File: config.mk
export PLATFORM = sky130hd
export DESIGN_NAME = piso_shift_transmitter
export DESIGN_NICKNAME = d
export VERILOG_FILES = /design/src/rtl/shift_reg_pkg.sv /design/src/rtl/shift_bit_counter.sv /design/src/rtl/piso_shift_transmitter.sv
export SDC_FILE = /design/constraint.sdc
export NUM_CORES = 1
export LEC_CHECK = 0
export CORE_MARGIN = 3
export CORE_UTILIZATION = 45
export DETAILED_ROUTE_END_ITERATION = 8
export PLACE_DENSITY = 0.71
export SETUP_SLACK_MARGIN = 0.2
export SYNTH_ARGS = -nofsm -noshare
export SYNTH_HDL_FRONTEND = slang
export SYNTH_SLANG_ARGS = --single-unit
File: constraint.sdc
create_clock -name Clk_In -period 3.8 [get_ports Clk_In]
set_input_delay 0.57 -clock Clk_In [delete_from_list [all_inputs] [get_ports Clk_In]]
set_output_delay 0.57 -clock Clk_In [all_outputs]
set_load 0.01 [all_outputs]
File: src/rtl/shift_reg_pkg.sv
// rtl/shift_reg_pkg.sv - shared definitions for the PISO/SIPO shift-register family
//
// Purpose: FSM state encodings, default frame width and a counter-width helper
//          shared by the serial transmitter and the serial-in receiver.
// Ports:   none (package)

package shift_reg_pkg;

  typedef enum logic [1:0] {
    ST_IDLE  = 2'd0,
    ST_SHIFT = 2'd1,
    ST_GAP   = 2'd2
  } shift_state_e;

  localparam int DEFAULT_WIDTH = 16;

  // A modulo-1 counter still needs one flop so its ports stay legal.
  function automatic int cnt_width(input int modulus);
    return (modulus > 1) ? $clog2(modulus) : 1;
  endfunction

endpackage

File: src/rtl/shift_bit_counter.sv
// rtl/shift_bit_counter.sv - modulo-N counter with clear, enable and terminal count
//
// Purpose: counts 0..MODULUS-1 and wraps; clear has priority over enable.
// Ports:
//   clk_i       in   clock, counts on the falling edge
//   reset_i     in   asynchronous active-high reset
//   clear_i     in   force the count to 0 on the next edge
//   enable_i    in   advance the count on the next edge
//   count_o     out  current count
//   terminal_o  out  high while count_o == MODULUS-1

module shift_bit_counter
  import shift_reg_pkg::*;
#(
  parameter int MODULUS = DEFAULT_WIDTH,
  localparam int CW     = cnt_width(MODULUS)
) (
  input  logic          clk_i,
  input  logic          reset_i,
  input  logic          clear_i,
  input  logic          enable_i,
  output logic [CW-1:0] count_o,
  output logic          terminal_o
);

  localparam logic [CW-1:0] LAST = CW'(MODULUS - 1);

  logic [CW-1:0] count_q;

  assign count_o    = count_q;
  assign terminal_o = (count_q == LAST);

  always_ff @(negedge clk_i or posedge reset_i) begin
    if (reset_i) begin
      count_q <= '0;
    end else if (clear_i) begin
      count_q <= '0;
    end else if (enable_i) begin
      count_q <= terminal_o ? '0 : count_q + CW'(1);
    end
  end

endmodule

File: src/rtl/piso_shift_transmitter.sv
// rtl/piso_shift_transmitter.sv - parallel-in serial-out frame transmitter
//
// Purpose: accepts one DATA_WIDTH-bit word per valid/ready handshake and sends
//          it one bit per falling clock edge, with frame strobes and an
//          optional forced idle gap between frames.
// Ports:
//   Clk_In            in   clock, all flops update on the falling edge
//   Reset_In          in   asynchronous active-high reset
//   Parallel_Data_In  in   word to send, sampled only on an accepted load
//   Load_Valid_In     in   Parallel_Data_In is valid
//   Load_Ready_Out    out  a word can be accepted this cycle
//   Serial_Data_Out   out  current serial bit (0 outside a frame)
//   Serial_Valid_Out  out  Serial_Data_Out carries a frame bit
//   Frame_Start_Out   out  high with the first bit of a frame
//   Frame_End_Out     out  high with the last bit of a frame
//   Busy_Out          out  high while shifting or in the inter-frame gap

module piso_shift_transmitter
  import shift_reg_pkg::*;
#(
  parameter int DATA_WIDTH = DEFAULT_WIDTH,
  parameter bit LSB_FIRST  = 1'b0,
  parameter int GAP_CYCLES = 0
) (
  input  logic                  Clk_In,
  input  logic                  Reset_In,
  input  logic [DATA_WIDTH-1:0] Parallel_Data_In,
  input  logic                  Load_Valid_In,
  output logic                  Load_Ready_Out,
  output logic                  Serial_Data_Out,
  output logic                  Serial_Valid_Out,
  output logic                  Frame_Start_Out,
  output logic                  Frame_End_Out,
  output logic                  Busy_Out
);

  localparam int CW      = cnt_width(DATA_WIDTH);
  localparam int GAP_MOD = (GAP_CYCLES > 0) ? GAP_CYCLES : 1;
  localparam int GW      = cnt_width(GAP_MOD);

  // The counter holds the index of the bit currently on Serial_Data_Out, so the
  // end strobe must be registered while the counter still shows DATA_WIDTH-2.
  localparam logic [CW-1:0] END_CNT = CW'(DATA_WIDTH - 2);

  shift_state_e          state_q;
  logic [DATA_WIDTH-1:0] shift_q;
  logic [DATA_WIDTH-1:0] shift_d;
  logic                  bit_d;

  logic [CW-1:0]         bit_cnt;
  logic                  bit_tc;
  logic [GW-1:0]         gap_count_unused;
  logic                  gap_tc;
  logic                  last_bit;
  logic                  accept;

  assign last_bit = (state_q == ST_SHIFT) && bit_tc;

  // Back-to-back frames are only possible without a gap: the next word is
  // taken while the last bit of the current one is on the line.
  assign Load_Ready_Out = !Reset_In &&
                          ((state_q == ST_IDLE) || ((GAP_CYCLES == 0) && last_bit));
  assign accept   = Load_Valid_In && Load_Ready_Out;
  assign Busy_Out = (state_q != ST_IDLE);

  shift_bit_counter #(.MODULUS(DATA_WIDTH)) u_bit_counter (
    .clk_i      (Clk_In),
    .reset_i    (Reset_In),
    .clear_i    (accept),
    .enable_i   (state_q == ST_SHIFT),
    .count_o    (bit_cnt),
    .terminal_o (bit_tc)
  );

  shift_bit_counter #(.MODULUS(GAP_MOD)) u_gap_counter (
    .clk_i      (Clk_In),
    .reset_i    (Reset_In),
    .clear_i    (state_q != ST_GAP),
    .enable_i   (state_q == ST_GAP),
    .count_o    (gap_count_unused),
    .terminal_o (gap_tc)
  );

  // On accept the first bit goes straight from the input to the output flop and
  // the shift register keeps only the bits still to be sent.
  always_comb begin
    shift_d = shift_q;
    bit_d   = 1'b0;
    if (accept) begin
      if (LSB_FIRST) begin
        bit_d   = Parallel_Data_In[0];
        shift_d = {1'b0, Parallel_Data_In[DATA_WIDTH-1:1]};
      end else begin
        bit_d   = Parallel_Data_In[DATA_WIDTH-1];
        shift_d = {Parallel_Data_In[DATA_WIDTH-2:0], 1'b0};
      end
    end else begin
      if (LSB_FIRST) begin
        bit_d   = shift_q[0];
        shift_d = {1'b0, shift_q[DATA_WIDTH-1:1]};
      end else begin
        bit_d   = shift_q[DATA_WIDTH-1];
        shift_d = {shift_q[DATA_WIDTH-2:0], 1'b0};
      end
    end
  end

  always_ff @(negedge Clk_In or posedge Reset_In) begin
    if (Reset_In) begin
      state_q          <= ST_IDLE;
      shift_q          <= '0;
      Serial_Data_Out  <= 1'b0;
      Serial_Valid_Out <= 1'b0;
      Frame_Start_Out  <= 1'b0;
      Frame_End_Out    <= 1'b0;
    end else begin
      Serial_Data_Out  <= 1'b0;
      Serial_Valid_Out <= 1'b0;
      Frame_Start_Out  <= 1'b0;
      Frame_End_Out    <= 1'b0;
      unique case (state_q)
        ST_IDLE: begin
          if (accept) begin
            state_q          <= ST_SHIFT;
            shift_q          <= shift_d;
            Serial_Data_Out  <= bit_d;
            Serial_Valid_Out <= 1'b1;
            Frame_Start_Out  <= 1'b1;
          end
        end
        ST_SHIFT: begin
          if (!bit_tc) begin
            shift_q          <= shift_d;
            Serial_Data_Out  <= bit_d;
            Serial_Valid_Out <= 1'b1;
            Frame_End_Out    <= (bit_cnt == END_CNT);
          end else if (accept) begin
            shift_q          <= shift_d;
            Serial_Data_Out  <= bit_d;
            Serial_Valid_Out <= 1'b1;
            Frame_Start_Out  <= 1'b1;
          end else if (GAP_CYCLES > 0) begin
            state_q <= ST_GAP;
          end else begin
            state_q <= ST_IDLE;
          end
        end
        ST_GAP: begin
          if (gap_tc) begin
            state_q <= ST_IDLE;
          end
        end
        default: state_q <= ST_IDLE;
      endcase
    end
  end

endmodule
==> key figures <==
Routing
  • DR WL/cell: 13.62 µm
  • Initial DRC Count: 23
  • Vias: 1,021
  • DR DRC count: 0
  • Post-DRT Antenna Nets: 0
  • Routed WL: 2574 µm
  • Vias per inst: 5.402
  • 1st-pass router iterations: 4

Final layout
  • Core Util, Final: 0.6555
  • Area delta synth->final: 33.70%
  • Final nets: 182
  • Share of layout cells above drive strength 1: 0.2516
  • # diodes: 0
  • Post-Layout Cell Count: 189

Job
  • Max Cap Viol: 0

Global routing
  • GRT Residual Overflow: 0
  • Vias in the first global route: 1,043
  • Total track usage: 0.1674
  • Initial antenna violation count: 0
  • Global-route wire length before repair: 4588 µm
  • Largest net degree at the start of global routing: 26

Synth
  • Yosys top cell area share: 0.4970
  • Cell with the most instances after synthesis: dfrtn_1
  • Ys Warns: 0
  • Synthesis-stage register bit count: 25
  • Synth top cells by count: 25 x dfrtn_1, 17 x nand3_1, 16 x mux2i_1
  • Cells after synthesis: between 100 and 150
  • Synthesized area: about 1300 µm²
  • Post-synth EDFFs: 0
  • Main synth FF type: dfrtn_1
  • Netlist cell types: 23
  • Synthesized Nets: between 100 and 150
  • Mean post-synth cell area: 10.40 µm²
  • Sequential area share after synthesis: 0.4970
  • Synth async-reset ratio: 1.000
  • Synth area leaders: dfrtn_1 50%, mux2i_1 13%, nand3_1 6.8%, o21ai_2 6.3%, o21ai_0 3.6%
  • Post-synth top area cell: dfrtn_1

Clock network
  • Clock tree buffer depth: 2
  • CTS Hold Bufs: 0
  • H-tree depth: 1
  • Cts bufs inserted: 3
  • Clk root buf: clkbuf_4
  • Clock latency on the worst-skew pair: 300 ps
  • Clock-pin slew on the worst setup and hold paths: 90 ps
  • CTS tree: done
  • Clock sinks: 25

Worst setup path
  • Arrival @ worst endpoint: 3230 ps
  • CP Max Fanout: 2
  • Reg2reg end: u_bit_counter.count_o[3]
  • CP Class: register to primary output
  • Number of cells on the worst reg-to-reg path: 10
  • Critical Path Sink Type: primary output
  • Startpoint types: register
  • Flop-to-flop setup slack: 1860 ps
  • R2R Path Start: u_bit_counter.count_o[1]
  • CP required: approximately 3200 ps

STA
  • Slew Limit Fails: 0
  • Hold WS: 455.2 ps
  • Final setup viols: 0
  • Least-Margin Pin Slew: 326.8 ps
  • RSZ-0062 raised after global routing: yes
  • Max transition margin: 0.7821
  • Final hold vios: 0
  • Final clock skew: 2.601 ps

Floorplanning
  • Core Rows: 18
  • Die Width: a little under 60 µm
  • Ports: 25
  • Core Area: 2567 µm²
  • Starting Density: 0.4903
  • Die Y: a little under 60 µm
  • Die area: 3467 µm²

Place
  • Inst Count DP: 183
  • RD Place Congestion: around 0.88
  • Count of input and output buffers: 24
  • Post-detail-place hpwl: 1804 µm

Power and ir drop
  • Final Power: around 900 µW
  • Max IR drop VDD: 0.3265 mV
  • P per Cell Area: 532.2 nW/µm²
  • Leakage Power: 0.0007880 µW

Worst hold path
  • Hold Path End: shift_q[2]
  • Worst Hold Depth: 2
  • Hold path start: shift_q[1]
  • Min-Delay Path Class: register to register

Status
  • Status: completed
==> cells in the final DEF (no fill, tap or decap), types with 2 or more instances in the layout <==
cell type	netlist	final
clkdlybuf4s50_1	0	16
nor2_1	7	6
dlymetal6s2s_1	0	2
dlygate4sd2_1	0	5
nand3_1	17	17
inv_1	5	5
ha_1	3	2
nand2_1	9	9
o31ai_1	2	2
o21ai_2	9	9
mux2i_1	16	16
dfrtn_1	25	25
buf_4	1	18
clkbuf_4	0	3
o21ai_0	9	8
==> worst max-delay path, stage by stage, from the launching register on <==
cell and delay, ps:
dfrtn_1 430, ha_2 190, nand3_2 80, and2_4 160
nor2_4 70, buf_6 100
==> flip-flops by register name, summed over array words and instances (netlist names) <==
name,count
shift_q,16
state_q,1
Frame_Start_Out,1
Frame_End_Out,1
Serial_Data_Out,1
Serial_Valid_Out,1
u_bit_counter.count_o,4
==> layout make-up <==
cell class,count,area (µm²)
tap,30,37.54
clock inverter,1,5.005
timing repair buffer,43,395.4
fill,215,884.6
inverter,5,18.77
clock buffer,3,22.52
sequential,25,625.6
multi-input combinational,82,578.1
==> how the worst max path moves through the flow <==
stage	startpoint	to	slack, ps
3_5_place_dp	Reset_In	u_bit_counter.count_o[3]	-210
3_3_place_gp	Reset_In	u_bit_counter.count_o[3]	-150
4_1_cts	u_bit_counter.count_o[0]	Load_Ready_Out	0.2
2_1_floorplan	u_bit_counter.count_o[1]	Load_Ready_Out	50
6_report	u_bit_counter.count_o[1]	Load_Ready_Out	3
5_1_grt	u_bit_counter.count_o[1]	Load_Ready_Out	-80
==> layer usage <==
layer / vias up / GRT usage / share of wire
met4: 0 / 0.05178 / 0.0097
met3: 4 / 0.02851 / 0.048
met2: 23 / 0.2539 / 0.47
met1: 494 / 0.2434 / 0.47
met5: - / 0 / 0
li1: 500 / - / -
==> stage by stage <==
stage	area (µm²)	setup slack, ps	setup TNS (ps)
global placement	1630	-150.4	-2419
CTS	1678	0.2218	0
detailed placement	1630	-206.4	-3037
finish	1683	2.936	0
floorplan	1280	53.90	0
global route	1683	-79.69	-79.69
==> kinds of logic after synthesis <==
group | Yosys count | share of synthesized area
and+or+nand+nor | 39 | 0.1501
DFF | 25 | 0.4970
AOI/OAI and AO/OA | 24 | 0.1312
muxes | 16 | 0.1272
buffers and inverters | 14 | 0.06461
adders and majority gates | 3 | 0.02982
==> power by group <==
group	internal (µW)	total [µW]	switching, µW
clock	39.3	117	77.7
sequential	349	389	39.2
combinational	191	390	199
==> repair_timing <==
action | 4_1_cts | 5_1_grt
setup buffers | 2 | 0
setup endpoints to repair | 23 | 20
endpoints found under the hold margin | 0 | 0
gates resized for setup | 12 | 3
pin swaps | 3 | 1
No activity file was read; power rests on OpenSTA's default activity.
